## src/rtl/harmonica_pkg.sv

```systemverilog
// Shared types and constants for the harmonica audio path.
package harmonica_pkg;

    localparam int SAMPLE_W = 8;
    localparam int GAIN_MAX = 256;
    localparam logic [SAMPLE_W-1:0] MIDSCALE = 8'd128;

    typedef enum logic [1:0] {
        IDLE,
        ATTACK,
        SUSTAIN,
        RELEASE
    } env_state_t;

endpackage

```

## src/rtl/play_debouncer.sv

```systemverilog
// Two-flop synchronizer for the play button, with an optional stability
// filter compiled in when HARMONICA_ENV_DEBOUNCE_EN is defined.
module play_debouncer
    import harmonica_pkg::*;
#(
    parameter int DEBOUNCE_CYCLES = 65536
) (
    input  logic clk,
    input  logic rst,
    input  logic play,
    output logic play_level
);

    logic sync_a;
    logic play_s;

    always_ff @(posedge clk) begin
        if (rst) begin
            sync_a <= 1'b0;
            play_s <= 1'b0;
        end else begin
            sync_a <= play;
            play_s <= sync_a;
        end
    end

`ifdef HARMONICA_ENV_DEBOUNCE_EN
    localparam int CNT_W = $clog2(DEBOUNCE_CYCLES + 1);

    logic [CNT_W-1:0] stable_cnt;
    logic             level;

    // The level flips only after play_s has disagreed with it for a full run.
    always_ff @(posedge clk) begin
        if (rst) begin
            level      <= 1'b0;
            stable_cnt <= '0;
        end else if (play_s != level) begin
            if (stable_cnt == CNT_W'(DEBOUNCE_CYCLES - 1)) begin
                level      <= play_s;
                stable_cnt <= '0;
            end else begin
                stable_cnt <= stable_cnt + 1'b1;
            end
        end else begin
            stable_cnt <= '0;
        end
    end

    assign play_level = level;
`else
    assign play_level = play_s;
`endif

endmodule

```

## src/rtl/harmonica_envelope.sv

```systemverilog
// Attack/sustain/release gain envelope applied to offset-binary samples.
// Optional play debounce is enabled by defining HARMONICA_ENV_DEBOUNCE_EN.
module harmonica_envelope
    import harmonica_pkg::*;
#(
    parameter int TICK_DIV        = 4096,
    parameter int ATTACK_STEP     = 8,
    parameter int RELEASE_STEP    = 4,
    parameter int DEBOUNCE_CYCLES = 65536
) (
    input  logic                clk,
    input  logic                rst,
    input  logic                play,
    input  logic [SAMPLE_W-1:0] sample_in,
    output logic [SAMPLE_W-1:0] sample_out,
    output logic                env_active
);

    localparam int TICK_W = $clog2(TICK_DIV);
    localparam logic [8:0] GAIN_FULL = 9'(GAIN_MAX);
    localparam logic [9:0] A_STEP    = 10'(ATTACK_STEP);
    localparam logic [8:0] R_STEP    = 9'(RELEASE_STEP);

    logic              play_level;
    logic [TICK_W-1:0] tick_cnt;
    logic              tick;
    env_state_t        state;
    env_state_t        state_next;
    logic [8:0]        gain;
    logic [8:0]        gain_next;
    logic [9:0]        attack_sum;

    play_debouncer #(
        .DEBOUNCE_CYCLES(DEBOUNCE_CYCLES)
    ) u_play (
        .clk       (clk),
        .rst       (rst),
        .play      (play),
        .play_level(play_level)
    );

    // Free-running prescaler; never re-phased by state changes.
    always_ff @(posedge clk) begin
        if (rst) begin
            tick_cnt <= '0;
        end else if (tick) begin
            tick_cnt <= '0;
        end else begin
            tick_cnt <= tick_cnt + 1'b1;
        end
    end

    assign tick = (tick_cnt == TICK_W'(TICK_DIV - 1));

    always_ff @(posedge clk) begin
        if (rst) begin
            state <= IDLE;
            gain  <= '0;
        end else begin
            state <= state_next;
            gain  <= gain_next;
        end
    end

    // A change of play level always wins over a tick; the gain holds that cycle.
    always_comb begin
        state_next = state;
        gain_next  = gain;
        attack_sum = {1'b0, gain} + A_STEP;
        case (state)
            IDLE: begin
                gain_next = '0;
                if (play_level) begin
                    state_next = ATTACK;
                end
            end
            ATTACK: begin
                if (!play_level) begin
                    state_next = RELEASE;
                end else if (tick) begin
                    if (attack_sum >= {1'b0, GAIN_FULL}) begin
                        gain_next  = GAIN_FULL;
                        state_next = SUSTAIN;
                    end else begin
                        gain_next = attack_sum[8:0];
                    end
                end
            end
            SUSTAIN: begin
                gain_next = GAIN_FULL;
                if (!play_level) begin
                    state_next = RELEASE;
                end
            end
            RELEASE: begin
                if (play_level) begin
                    state_next = ATTACK;
                end else if (tick) begin
                    if (gain <= R_STEP) begin
                        gain_next  = '0;
                        state_next = IDLE;
                    end else begin
                        gain_next = gain - R_STEP;
                    end
                end
            end
            default: begin
                state_next = IDLE;
                gain_next  = '0;
            end
        endcase
    end

    logic signed [17:0] centered;
    logic signed [17:0] gain_ext;
    logic signed [17:0] product;
    logic [SAMPLE_W-1:0] sample_next;

    // Floor of the shifted product keeps the result inside 0..255 without clamping.
    assign centered    = $signed({10'b0, sample_in}) - 18'sd128;
    assign gain_ext    = $signed({9'b0, gain});
    assign product     = centered * gain_ext;
    assign sample_next = 8'(product >>> 8) + MIDSCALE;

    always_ff @(posedge clk) begin
        if (rst) begin
            sample_out <= MIDSCALE;
        end else begin
            sample_out <= sample_next;
        end
    end

    assign env_active = (state != IDLE);

endmodule
```

## config.mk

```make
export PLATFORM = sky130hd
export DESIGN_NAME = harmonica_envelope
export DESIGN_NICKNAME = d
export VERILOG_FILES = /design/src/rtl/harmonica_pkg.sv /design/src/rtl/play_debouncer.sv /design/src/rtl/harmonica_envelope.sv
export SDC_FILE = /design/constraint.sdc
export NUM_CORES = 1
export LEC_CHECK = 0
export CORE_ASPECT_RATIO = 0.75
export CORE_MARGIN = 2
export CORE_UTILIZATION = 47
export DETAILED_ROUTE_END_ITERATION = 8
export GPL_TIMING_DRIVEN = 0
export PLACE_DENSITY = 0.73
export SLEW_MARGIN = 20
export SYNTH_ARGS = -nofsm -noshare
export SYNTH_HDL_FRONTEND = slang
export SYNTH_HIERARCHICAL = 1
export SYNTH_SLANG_ARGS = --single-unit
```

## constraint.sdc

```tcl
create_clock -name clk -period 5.86 [get_ports clk]
set_clock_uncertainty 0.2 [all_clocks]
set_input_delay 0.586 -clock clk [delete_from_list [all_inputs] [get_ports clk]]
set_output_delay 0.586 -clock clk [all_outputs]
set_load 0.01 [all_outputs]
```

; ---- After elaboration in Yosys (flattened, before gate mapping)
; Index checks and enable logic that the tools add are counted.
; W data, S select, Z words.
[word_totals]
in_bits = 11
register_bits = 33
elab_cells = 49
[classes]
eq_ne = 14
mul = 1
order_cmp = 2
n_addsub = 5
n_reduce_logical = 5
muxes = 16
[ops]
columns = op, count
row1 = $mux W9, 6
row2 = $pmux W9 S4, 1
row3 = $mul A9 B10 Y16, 1
row4 = $mux W2, 8
row5 = $add A12 B1 Y12 const B, 1
row6 = $eq A12 B12 Y1 const B, 1
row7 = $add A9 B4 Y10 const B, 1
row8 = $ge A10 B9 Y1 const B, 1
row9 = $le A9 B3 Y1 const B, 1
row10 = $sub A8 B8 Y9 const B, 1
row11 = $sub A9 B3 Y9 const B, 1
row12 = $add A8 B8 Y8 const B, 1
row13 = $ne A2 B2 Y1 const B, 4
row14 = $pmux W2 S4, 1
row15 = $ne A3 B2 Y1 const B, 2
row16 = $ne A3 B3 Y1 const B, 2
row17 = $reduce_and A6 Y1, 1
row18 = $eq A2 B2 Y1 const B, 2
row19 = $ne A2 B1 Y1 const B, 2
row20 = $reduce_and A4 Y1, 1
row21 = $eq A2 B1 Y1 const B, 1
row22 = $logic_not A2 Y1, 1
row23 = $reduce_bool A2 Y1, 1
row24 = $reduce_or A2 Y1, 1

; ---- Logic depth before layout (Yosys ltp)
; Gate-level depths: netlist (run 1).
[logic_depth]
depth_word = 6
mapped_depth = 19
mapped_depth_nobuf = 17

; ---- Modules after synthesis
; Netlist (run 1), hierarchy kept.
[modules_own_cells]
columns = mod, seq_area_each_um2, cells_per_inst, instances, area_per_inst_um2
row1 = harmonica_envelope, 580.6, 408, 1, 3674.8
row2 = play_debouncer, 40.0, 4, 1, 52.6

; ---- Least setup slack after synthesis (run 1)
; OpenSTA, ideal clock, no wires.
[synth_timing]
path_type = flip-flop to flip-flop
start = register gain[6]
end = register sample_out[7]
setup_ns = 0.063
arrival_ns = 4.759
t_required_ns = 5.597
path_stages_with_launch = 18
setup_slack_ns = 0.838
path_buffers = 2
cell_sequence = dfxtp_1 clkbuf_1 clkbuf_1 nand2_1 fa_1 inv_1 fa_1 fa_1 fa_1 inv_1 fa_1 inv_1 ha_1 o21ai_0 o21ai_0 a31oi_1 or3_1 nand3_1
[synth_between]
elab_chain_len = 2
[synth_lines]
columns = element, line_no
row1 = from (decl), harmonica_envelope.sv:29  ; logic [8:0] gain;
row2 = from (signal assigned), harmonica_envelope.sv:61  ; gain <= gain_next;
row3 = $mul A9 B10 Y16, harmonica_envelope.sv:122  ; assign product = centered * gain_ext;
row4 = $add A8 B8 Y8, harmonica_envelope.sv:123  ; assign sample_next = 8'(product >>> 8) + MIDSCALE;
row5 = to (signal assigned), harmonica_envelope.sv:129  ; sample_out <= sample_next;
row6 = to (decl), harmonica_envelope.sv:15  ; output logic [SAMPLE_W-1:0] sample_out,
; Every way passes these cells.
; A chain may end at the register's enable or synchronous reset.

; ---- Worst setup path in the final report (run 1)
[layout_timing]
start = input port sample_in[7]
end = register sample_out[5]
[layout_between]
elab_chain_len = 3
[layout_lines]
columns = element, line_no
row1 = from (decl), harmonica_envelope.sv:14  ; input logic [SAMPLE_W-1:0] sample_in,
row2 = $sub A8 B8 Y9, harmonica_envelope.sv:120  ; assign centered = $signed({10'b0, sample_in}) - 18'sd128;
row3 = $mul A9 B10 Y16, harmonica_envelope.sv:122
row4 = $add A8 B8 Y8, harmonica_envelope.sv:123
; Every way passes these cells.

==> impl_metrics.ini, run 1 <==
[clock_network]
clkTransAtPathRegs_ps = 70
postCtsSetupRepairBufs = 0
h-tree-depth = 2
cts_tree = done
clk_latency_ps = 290
cts_buffer_depth = 2
root_buffer = clkbuf_8
numClockSinks = 31
numCtsBuffers = 5

[synthesis]
ys_seq_area_share_pct = 16.65
async_reset_ff_share_pct = 0
yosysTopAreaCell = fa_1
synth_area_leaders = fa_1 (25%), dfxtp_1 (17%), ha_1 (15%)
synth_cell_type_count = 56
synth.top_cells.by_count = inv_1 (62), fa_1 (47), ha_1 (46)
synth_edf_count = 0
ys.flop_type = dfxtp_1
syn_area_per_cell_sq_um = 9.047
yosysMostFrequentCell = inv_1
netlist_area_sq_um = 3727
synth_top_cell_area_share_pct = 25.24
yosys_warnings = 6
ys_seq_elements = 31
postSynthCellCount = 412

[die]
io_pins = 20
die_area_sq_um = 8666
core_area_sq_um = 7777
fp-row-count = 28
die_w_um = 106.8
die_h_um = 81.12
start_util_pct = 47.92

[setup_path]
rr_startpoint = gain[6]$_SDFFE_PP0P_
cp.arrival_ps = 5440
path_class = input port to flop
crit_chain = clkdlybuf4s50_1 > clkbuf_2 > nor2_1 > fa_1 > inv_1 > fa_1 > inv_1 > fa_1 > inv_1 > fa_1 > inv_1 > ha_1 > ha_1 > nor3_1 > o21ai_1 > a31oi_1 > xor2_1 > nor2_1
worstPathMaxFanout = 10
crit_path_start_kind = input port
required_ps = 5830
reg2reg_slack_ps = 520
rr_endpoint = sample_out[7]$_SDFF_PP1_
worstRegToRegCells = 17
end_kind = flop
cp_slowest_cell = clkdlybuf4s50_1
slowest_delay_ps = 620

[grt]
track_usage_pct = 20.19
grt_overflow = 0
grt_pass1_vias = 2926
met2_usage_pct = 32.10
antenna_found_initial = 0
gr-usage-met1_pct = 28.18
top_usage_layer = met2
grt_util_met3_pct = 4.494
grt_pass1_wl_um = 13820
grt_max_degree = 12

[worst_hold_path]
hp-class = flop to flop
min_from = u_play/sync_a$_SDFF_PP0_
whs_endpoint = u_play/play_level$_SDFF_PP0_
hold_path_depth = 1

[route]
drtIter0Drc = 156
viasPerCell = 5.098
drt-total-wl_um = 7437
via_count = 2819
final_antenna_net_count = 0
drcViolationCount = 0
dr.pass1.iters = 5
wl_per_cell_um = 13.45

[power_and_ir_drop]
power.share.clock_pct = 29.7
p_seq_share_pct = 32.3
leakage_uw = 0.001978
powerDensity_nw_per_um2 = 175.3
p_total_uw = 736.8
peakVddDrop_v = 0.00009416
internal_power_uw = 475.4
comb_power_share_pct = 38.0
switching_share_pct = 35.49
switchingPower_uw = 261.5

[sta]
hold_violations = 0
fmax_mhz = 182.8
worst_slew_pin_slew_ps = 697.0
setup_ws_ps = 390.6
rsz0062_at_grt = no
slew_headroom_pct = 53.04
tns_ps = 0
whs_ps = 243.3
setup_viol = 0
slew_viol_final = 0
period_minus_slack_ps = 5469
post-route-period-util_pct = 93.33

[job]
max_cap_violations = 0

[final_layout]
drive_gt1_share_pct = 4.911
antennaDiodeCount = 0
area_growth_pct = 12.76
nets = 551
final_cells = 553

[placed_design]
port_buffers = 19
dpl.hpwl_um = 6091
place_ws_ps = -246.8
gp_congestion = 0.8428
dp.cells = 545

[run_status]
outcome = finished clean
state kept, by name, summed over array words and instances (netlist names):
register           cells
gain                   7
state                  2
sample_out             8
tick_cnt              12
u_play/sync_a          1
u_play/play_level      1
placed cells by master (no fill, tap or decap), types with 2 or more instances in the layout:
cell	synthesis	final
a2111oi_0	2	2
a211oi_2	1	2
a21o_1	3	3
a21oi_1	8	8
a22o_1	2	2
a22oi_1	2	2
a31oi_1	3	3
and2_1	28	28
and3_1	4	4
clkbuf_1	10	8
clkbuf_2	0	2
clkbuf_8	0	5
clkdlybuf4s50_1	0	19
conb_1	2	11
dfxtp_1	31	31
fa_1	47	47
ha_1	46	46
inv_1	62	62
mux2i_1	2	2
nand2_1	34	34
nand3_1	11	11
nand4_1	3	3
nor2_1	34	34
nor2b_1	5	5
nor3_1	10	10
o21ai_0	7	5
o21ai_1	1	3
o311ai_0	3	3
o31ai_1	2	2
or3_1	3	3
xnor2_1	8	8
xor2_1	11	11
worst max-delay path: cells and delay by family:
| family | cells | cell delay (ps) |
|---|---|---|
| fa+ha+maj | 6 | 2750 |
| buf+inv | 6 | 1130 |
| compound gates | 2 | 430 |
| simple gates | 3 | 330 |
| xor+xnor | 1 | 210 |
logic make-up after synthesis:
family	after synthesis	share of synthesized area (%)
simple gates	142	19.60
other cells	2	0.2015
mux	3	0.8392
compound gates	46	9.265
fa+ha+maj	93	40.68
buf+inv	75	7.687
xor+xnor	20	5.069
flops	31	16.65
power groups by stage:
stage,logic [uW],clock network (uW),registers (uW)
final,280,219,238
after global routing,322,231,240
after CTS,278,224,238
after detailed placement,276,0,243
after global placement,269,0,242
after floorplan,186,0,247
what timing repair did:
item,CTS,global route
hold endpoints to repair,0,0
endpoints found under the setup margin,0,5
gates resized for setup,0,7
hold buffers,0,0
stage by stage:
step                      util [%]  cell area [sq um]
final                        54.04               4203
after global routing         54.04               4203
after CTS                    53.94               4195
after detailed placement     52.49               4083
after global placement       52.49               4083
after floorplan                  -               3761
metal layers:
layer	vias to the layer above	wire [um]
li1	1399	-
met1	1343	3629
met2	67	3327
met3	10	398
met4	0	82
met5	-	0
how the worst max path moves through the flow:
stage	slack (ps)	depth (start not counted)	endpoint	from
after floorplan	840	17	sample_out[7]$_SDFF_PP1_	gain[6]$_SDFFE_PP0P_
after global placement	-150	18	sample_out[5]$_SDFF_PP0_	sample_in[7]
after detailed placement	-250	18	sample_out[5]$_SDFF_PP0_	sample_in[7]
after CTS	50	18	sample_out[5]$_SDFF_PP0_	sample_in[7]
after global routing	110	18	sample_out[7]$_SDFF_PP1_	sample_in[7]
final	390	18	sample_out[5]$_SDFF_PP0_	sample_in[7]
cell type report:
cell class              count  area [sq um]
repair buffers             19         190.2
multi-input cells         315          2859
flip-flops and latches     31         620.6
inverters                  63         236.5
plain buffers              12         52.55
fillers                   737          3575
clock buffers               5         68.82
clock inverters             3         43.79
well taps                 105         131.4
Note: power is estimated with default switching activity, not from simulation.
==> run 2, diff against run 1 <==
- SKIP_CTS_REPAIR_TIMING: not set -> 1
==> results of run 2 <==
Same layout as run 1: the final DEF is identical, and so are final timing and power.
